`src/rtl/led_cnt_mc_if.sv`:
```
// led_cnt_mc_if: configuration/status bundle for the multi-channel LED blinker.
// cfg_wren_i is a one-cycle write strobe with no back-pressure. The write is
// accepted on the clk100 edge where it is high. There is no ready signal,
// because the block can always take a write.
interface led_cnt_mc_if #(
    parameter int NUM_CH = 4,
    parameter int CNT_W  = 32
);
    localparam int CH_W = (NUM_CH > 1) ? $clog2(NUM_CH) : 1;

    logic [CH_W-1:0]      cfg_ch_i;
    logic [CNT_W-1:0]     cfg_period_i;
    logic                 cfg_wren_i;
    logic [NUM_CH-1:0]    en_i;
    logic [NUM_CH-1:0]    int_clr_i;
    logic [NUM_CH-1:0]    led_o;
    logic [NUM_CH-1:0]    int_o;
    logic                 irq_o;
    logic [NUM_CH*32-1:0] edge_cnt_o;

    modport master (
        output cfg_ch_i, cfg_period_i, cfg_wren_i, en_i, int_clr_i,
        input  led_o, int_o, irq_o, edge_cnt_o
    );

    modport slave (
        input  cfg_ch_i, cfg_period_i, cfg_wren_i, en_i, int_clr_i,
        output led_o, int_o, irq_o, edge_cnt_o
    );
endinterface

```
`src/rtl/led_cnt_mc.sv`:
```
// led_cnt_mc: NUM_CH independent half-period LED counters. Each channel drives
// one LED, one sticky rising-edge interrupt flag and one 32-bit edge counter.
// The flags are ORed into a single registered irq_o.
// Optional feature macro LED_CNT_MC_STRETCH_EN: when it is defined, irq_o is
// held high for at least IRQ_MIN_CYC cycles each time it asserts.
// Simulation builds (SYNTHESIS undefined) scale DEF_PERIOD down by 100000.
// The scaled value is never allowed to drop below 15.
module led_cnt_mc #(
    parameter int               NUM_CH      = 4,
    parameter int               CNT_W       = 32,
    parameter logic [CNT_W-1:0] DEF_PERIOD  = 32'h05F5_E0FF,
    parameter int               IRQ_MIN_CYC = 8
) (
    input logic         clk100,
    input logic         rst,
    led_cnt_mc_if.slave bus
);

`ifndef SYNTHESIS
    localparam logic [CNT_W-1:0] DEF_SCALED = DEF_PERIOD / CNT_W'(100000);
    localparam logic [CNT_W-1:0] DEF_EFF    = (DEF_SCALED < CNT_W'(15)) ? CNT_W'(15) : DEF_SCALED;
`else
    localparam logic [CNT_W-1:0] DEF_EFF    = DEF_PERIOD;
`endif

    logic [CNT_W-1:0]  period_q [NUM_CH];
    logic [CNT_W-1:0]  cnt_q    [NUM_CH];
    logic [CNT_W-1:0]  eff_per  [NUM_CH];
    logic [31:0]       ecnt_q   [NUM_CH];
    logic [NUM_CH-1:0] led_q;
    logic [NUM_CH-1:0] led_d;
    logic [NUM_CH-1:0] int_q;
    logic [NUM_CH-1:0] wr_hit;
    logic [NUM_CH-1:0] rise;
    logic              irq_q;

    // Decode the channel write and pick the effective period. A zero period falls back to the default.
    // A write to a channel index >= NUM_CH matches no channel, so it is dropped.
    always_comb begin
        for (int n = 0; n < NUM_CH; n++) begin
            wr_hit[n]  = bus.cfg_wren_i && (int'(bus.cfg_ch_i) == n);
            eff_per[n] = (period_q[n] == '0) ? DEF_EFF : period_q[n];
        end
    end

    assign rise = led_q & ~led_d;

    // Per-channel counters, LEDs, sticky flags and edge counters.
    always_ff @(posedge clk100) begin
        if (rst) begin
            for (int n = 0; n < NUM_CH; n++) begin
                period_q[n] <= DEF_EFF;
                cnt_q[n]    <= '0;
                ecnt_q[n]   <= '0;
            end
            led_q <= '0;
            led_d <= '0;
            int_q <= '0;
        end else begin
            led_d <= led_q;
            for (int n = 0; n < NUM_CH; n++) begin
                // A configuration write overrides counting and restarts the channel dark.
                if (wr_hit[n]) begin
                    period_q[n] <= bus.cfg_period_i;
                    cnt_q[n]    <= '0;
                    led_q[n]    <= 1'b0;
                end else if (bus.en_i[n]) begin
                    if (cnt_q[n] == eff_per[n]) begin
                        cnt_q[n] <= '0;
                        led_q[n] <= ~led_q[n];
                    end else begin
                        cnt_q[n] <= cnt_q[n] + 1'b1;
                    end
                end else begin
                    cnt_q[n] <= '0;
                end
                // When a set and a clear arrive together, the set wins, so no edge is lost.
                if (rise[n]) begin
                    int_q[n] <= 1'b1;
                end else if (bus.int_clr_i[n]) begin
                    int_q[n] <= 1'b0;
                end
                if (bus.int_clr_i[n]) begin
                    ecnt_q[n] <= rise[n] ? 32'd1 : 32'd0;
                end else if (rise[n]) begin
                    ecnt_q[n] <= ecnt_q[n] + 32'd1;
                end
            end
        end
    end

`ifdef LED_CNT_MC_STRETCH_EN
    localparam int SW = (IRQ_MIN_CYC > 1) ? $clog2(IRQ_MIN_CYC) : 1;
    logic [SW-1:0] stretch_q;
    logic          irq_nx;

    assign irq_nx = (|int_q) || (stretch_q != '0);

    // Aggregate irq with a minimum high time. The counter is loaded when irq_o rises.
    always_ff @(posedge clk100) begin
        if (rst) begin
            irq_q     <= 1'b0;
            stretch_q <= '0;
        end else begin
            irq_q <= irq_nx;
            if (irq_nx && !irq_q) begin
                stretch_q <= SW'(IRQ_MIN_CYC - 1);
            end else if (stretch_q != '0) begin
                stretch_q <= stretch_q - 1'b1;
            end
        end
    end
`else
    // Aggregate irq: a registered OR of the per-channel flags.
    always_ff @(posedge clk100) begin
        if (rst) begin
            irq_q <= 1'b0;
        end else begin
            irq_q <= |int_q;
        end
    end
`endif

    assign bus.led_o = led_q;
    assign bus.int_o = int_q;
    assign bus.irq_o = irq_q;

    for (genvar g = 0; g < NUM_CH; g++) begin : g_ecnt
        assign bus.edge_cnt_o[32*g +: 32] = ecnt_q[g];
    end

endmodule

```
`src/flat_wrapper.sv`:
```
// flat-port wrapper written by rule: the top's interface ports become plain ports
module led_cnt_mc_flat 
#(
    parameter int               NUM_CH      = 4,
    parameter int               CNT_W       = 32,
    parameter logic [CNT_W-1:0] DEF_PERIOD  = 32'h05F5_E0FF,
    parameter int               IRQ_MIN_CYC = 8
)
  (clk100, rst, bus_cfg_ch_i, bus_cfg_period_i, bus_cfg_wren_i, bus_en_i, bus_int_clr_i, bus_led_o, bus_int_o, bus_irq_o, bus_edge_cnt_o);
  led_cnt_mc_if #(.NUM_CH(NUM_CH), .CNT_W(CNT_W)) bus_i ();
  input logic clk100;
  input logic rst;
  input wire logic [$bits(bus_i.cfg_ch_i)-1:0] bus_cfg_ch_i;
  input wire logic [$bits(bus_i.cfg_period_i)-1:0] bus_cfg_period_i;
  input wire logic [$bits(bus_i.cfg_wren_i)-1:0] bus_cfg_wren_i;
  input wire logic [$bits(bus_i.en_i)-1:0] bus_en_i;
  input wire logic [$bits(bus_i.int_clr_i)-1:0] bus_int_clr_i;
  output wire logic [$bits(bus_i.led_o)-1:0] bus_led_o;
  output wire logic [$bits(bus_i.int_o)-1:0] bus_int_o;
  output wire logic [$bits(bus_i.irq_o)-1:0] bus_irq_o;
  output wire logic [$bits(bus_i.edge_cnt_o)-1:0] bus_edge_cnt_o;
  assign bus_i.cfg_ch_i = bus_cfg_ch_i;
  assign bus_i.cfg_period_i = bus_cfg_period_i;
  assign bus_i.cfg_wren_i = bus_cfg_wren_i;
  assign bus_i.en_i = bus_en_i;
  assign bus_i.int_clr_i = bus_int_clr_i;
  assign bus_led_o = bus_i.led_o;
  assign bus_int_o = bus_i.int_o;
  assign bus_irq_o = bus_i.irq_o;
  assign bus_edge_cnt_o = bus_i.edge_cnt_o;
  led_cnt_mc #(.NUM_CH(NUM_CH), .CNT_W(CNT_W), .DEF_PERIOD(DEF_PERIOD), .IRQ_MIN_CYC(IRQ_MIN_CYC)) u_core (.clk100(clk100), .rst(rst), .bus(bus_i));
endmodule
```
`config.mk`:
```
export PLATFORM = sky130hd
export DESIGN_NAME = led_cnt_mc_flat
export DESIGN_NICKNAME = d
export VERILOG_FILES = /design/src/rtl/led_cnt_mc_if.sv /design/src/rtl/led_cnt_mc.sv /design/src/flat_wrapper.sv
export SDC_FILE = /design/constraint.sdc
export NUM_CORES = 1
export LEC_CHECK = 0
export CELL_PAD_IN_SITES_DETAIL_PLACEMENT = 1
export CELL_PAD_IN_SITES_GLOBAL_PLACEMENT = 2
export CORE_ASPECT_RATIO = 1.1
export CORE_MARGIN = 2
export CORE_UTILIZATION = 35
export DETAILED_ROUTE_END_ITERATION = 10
export HOLD_SLACK_MARGIN = 0.1
export PLACE_DENSITY = 0.8
export SKIP_LAST_GASP = 1
export SLEW_MARGIN = 20
export SYNTH_ARGS = -nofsm -noshare
export SYNTH_HDL_FRONTEND = slang
export SYNTH_SLANG_ARGS = --single-unit
```
`constraint.sdc`:
```
create_clock -name clk100 -period 2.27 [get_ports clk100]
set_input_delay 0.227 -clock clk100 [delete_from_list [all_inputs] [get_ports clk100]]
set_output_delay 0.227 -clock clk100 [all_outputs]
set_load 0.03 [all_outputs]
```
==> results of run 1 <==
-- path summary, 6_finish.rpt --
check / endpoint / slack [ns] / start / depth (start not counted)
max reg2reg: u_core.cnt_q[0][10]$_SDFFCE_PP0P_ / -0.53 / u_core.period_q[0][10]$_SDFFCE_PN0P_ / 10
min: u_core.bus.int_o[3]$_SDFFE_PP0P_ / 0.39 / bus_int_clr_i[3] / 3
min reg2reg: u_core.bus.int_o[0]$_SDFFE_PP0P_ / 0.50 / u_core.bus.int_o[0]$_SDFFE_PP0P_ / 2
max: u_core.cnt_q[0][10]$_SDFFCE_PP0P_ / -0.53 / u_core.period_q[0][10]$_SDFFCE_PN0P_ / 10
-- cell families (layout without fill, tap and decap cells) --
family                     count (synthesis)  in the layout  share of synthesized area
and+or+nand+nor                          963            963                     0.2433
DFF                                      397            397                     0.5523
AOI/OAI and AO/OA                        150            150                    0.04759
buffers and inverters                    110            663                    0.02022
xor gates and xnor gates                 320            320                     0.1313
muxes                                      1              1                  0.0004688
adders and majority gates                  8              8                   0.004688
other                                      1            129                  0.0001756
-- sequential cells by signal, indices dropped and copies added (netlist names) --
signal            count
u_core.cnt_q        128
u_core.ecnt_q       128
u_core.period_q     128
u_core.bus.int_o      4
u_core.bus.led_o      4
u_core.led_d          4
u_core.bus.irq_o      1
-- synthesized netlist by cell type (33+ instances only) --
library cell / instances / area (um^2)
and2_1: 56 / 350.3
and3_1: 34 / 212.7
clkbuf_1: 66 / 247.7
edfxtp_1: 384 / 11530
nand2_1: 135 / 506.7
nand2b_1: 74 / 462.9
nand3_1: 98 / 490.5
nand4_1: 64 / 400.4
nor2_1: 169 / 634.4
nor3_1: 153 / 765.7
nor4_1: 51 / 319.1
o21ai_0: 43 / 215.2
o31ai_1: 33 / 247.7
or3_1: 33 / 206.5
xnor2_1: 111 / 972.2
xor2_1: 209 / 1831
-- routing by layer --
layer  vias to the layer above  GRT usage  share of wire
met3                       101    0.02506          0.042
met2                       366     0.3739           0.53
met4                         2    0.06132          0.025
li1                       8340          -              -
met1                      8689     0.2452           0.40
met5                         -          0        0.00020
-- layout make-up --
class / instances / area (um^2)
diodes: 1 / 2.502
clock buffers: 54 / 1232
clock inverters: 32 / 442.9
fillers: 6430 / 29810
inverters: 25 / 93.84
multi-input cells: 1570 / 10620
flip-flops and latches: 397 / 11790
well taps: 816 / 1021
repair buffers: 552 / 5090
-- tightest hold or removal path, cell delays in order --
cell	delay [ns]
clkdlybuf4s50_1	0.51
nand2b_1	0.11
a21oi_1	0.06
-- power breakdown --
| group | switching (mW) | internal (mW) |
|---|---|---|
| clock | 3.13 | 5.14 |
| combinational | 1.19 | 1.05 |
| sequential | 0.390 | 8.45 |
-- metrics by stage --
step           hold WS (ns)  std cells  cell area [um^2]  utilization
2_1_floorplan        0.4048       2077             22040            -
3_3_place_gp         0.4829       3332             27370       0.4555
3_5_place_dp         0.4957       3332             27370       0.4555
4_1_cts              0.3504       3433             29400       0.4891
5_1_grt              0.3929       3446             30290       0.5040
6_report             0.3920       3447             30290       0.5040
-- timing repair --
item                       CTS  global route
setup buffers               11            10
cloned                       4             7
hold endpoints to repair     0             0
pin swaps                   17            52
gates resized for setup     45           149
setup endpoints to repair  132           149
==> impl_metrics.toml, run 1 <==
[timing]
fmax_mhz = 356.9
tns_ns = -57.87
fin_worst_skew_ns = 0.02312
setup_viol = 132
tightest_slew_ns = 0.7370
min_period_ns = 2.802
final-max-slew-violation-count = 0
hold_violations = 0
setup_ws_ns = -0.5315
fin_crit_sh = 1.234
slew_headroom = 0.5086
rsz0062_at_grt = "true"

[worst_setup_path]
cp.required_ns = 2.58
cp-start-kind = "flip-flop"
crit_buf_inv = 3
critPathMaxStageDelay_ns = 0.44
cp.arrival_ns = 3.11
end_kind = "flip-flop"
crit_chain = "nor4_4 > nand4_1 > buf_6 > o21ai_0 > a32o_2 > nand2_1 > nor4bb_4 > buf_4 > clkbuf_16 > nor3_2"
slowest_stage = "edfxtp_1"
critPathMaxFanout = 8
crit_family = "simple AND/OR/NAND/NOR gates"
critical_path_class = "reg2reg"

[status]
outcome = "finished, violations left"
violations = "setup timing"

[clock_network]
cts.sinks = 397
postCtsHoldBufs = 0
cts_root_buf = "clkbuf_16"
clk_latency_ns = 0.58
htreeDepth = 2
cts_max_path_buffers = 3
cts_made_buffers = 47
cts_tree = "built"
path_clk_slew_ns = 0.06

[placement]
place.gp.congestion = 0.8358
place_hpwl_mm = 46.81
place_ws_ns = -0.4760
io_buffers = 181

[power_and_ir_drop]
p_leak_nw = 10.74
power_density_nw_per_um2 = 638.9
total_power_mw = 19.35
irDropWorstVdd_v = 0.0006634

[global_route]
grt_overflow_total = 0
grt_max_degree = 34
grt_usage = 0.2031
grt_antenna_before_repair = 7
grt_pass1_wl_mm = 101.0
grt_pass1_vias = 18565

[synth]
synth_flop_cell = "edfxtp_1"
syn_avg_cell_area_um2 = 10.95
synthCells = 1950
yosysSeqAreaShare = 0.5523
synth_warnings = 0
synth_area_um2 = 21350
synth-seq-cells = 397
async_flop_share = 0
synth_edf_count = 384
synth.distinct_cells = 51

[finish]
area_growth_pct = 41.88
drive_gt1_frac = 0.2293
final_common_cell = "edfxtp_1"
layout_common_cells = "384 x edfxtp_1, 328 x buf_4, 209 x xor2_1, 181 x clkdlybuf4s50_1, 166 x nor2_1"
fin_nets = 2646

[flow_run]
drv_cap = 0

[floorplan]
ios = 182
core_area_um2 = 60100
rows = 94
fp.dieH_um = 263.0
initial_core_util = 0.3552
fp.dieArea_um2 = 63000
die_w_um = 239.5

[routing]
first_pass_iters = 5
dr.first_iter.drc_count = 789
wl_per_cell_um = 19.09
ant_nets = 0
num_vias = 17498
drc = 0
via_per_inst = 5.076
wl_mm = 65.79

[min_path]
hp-class = "in2reg"
(Power assumes the default switching activity.)
==> run 2: changes to the inputs <==
- ABC_CLOCK_PERIOD_IN_PS: default -> 2270
==> results of run 2 <==
Same layout as run 1: the final DEF is identical, and so are final timing and power.
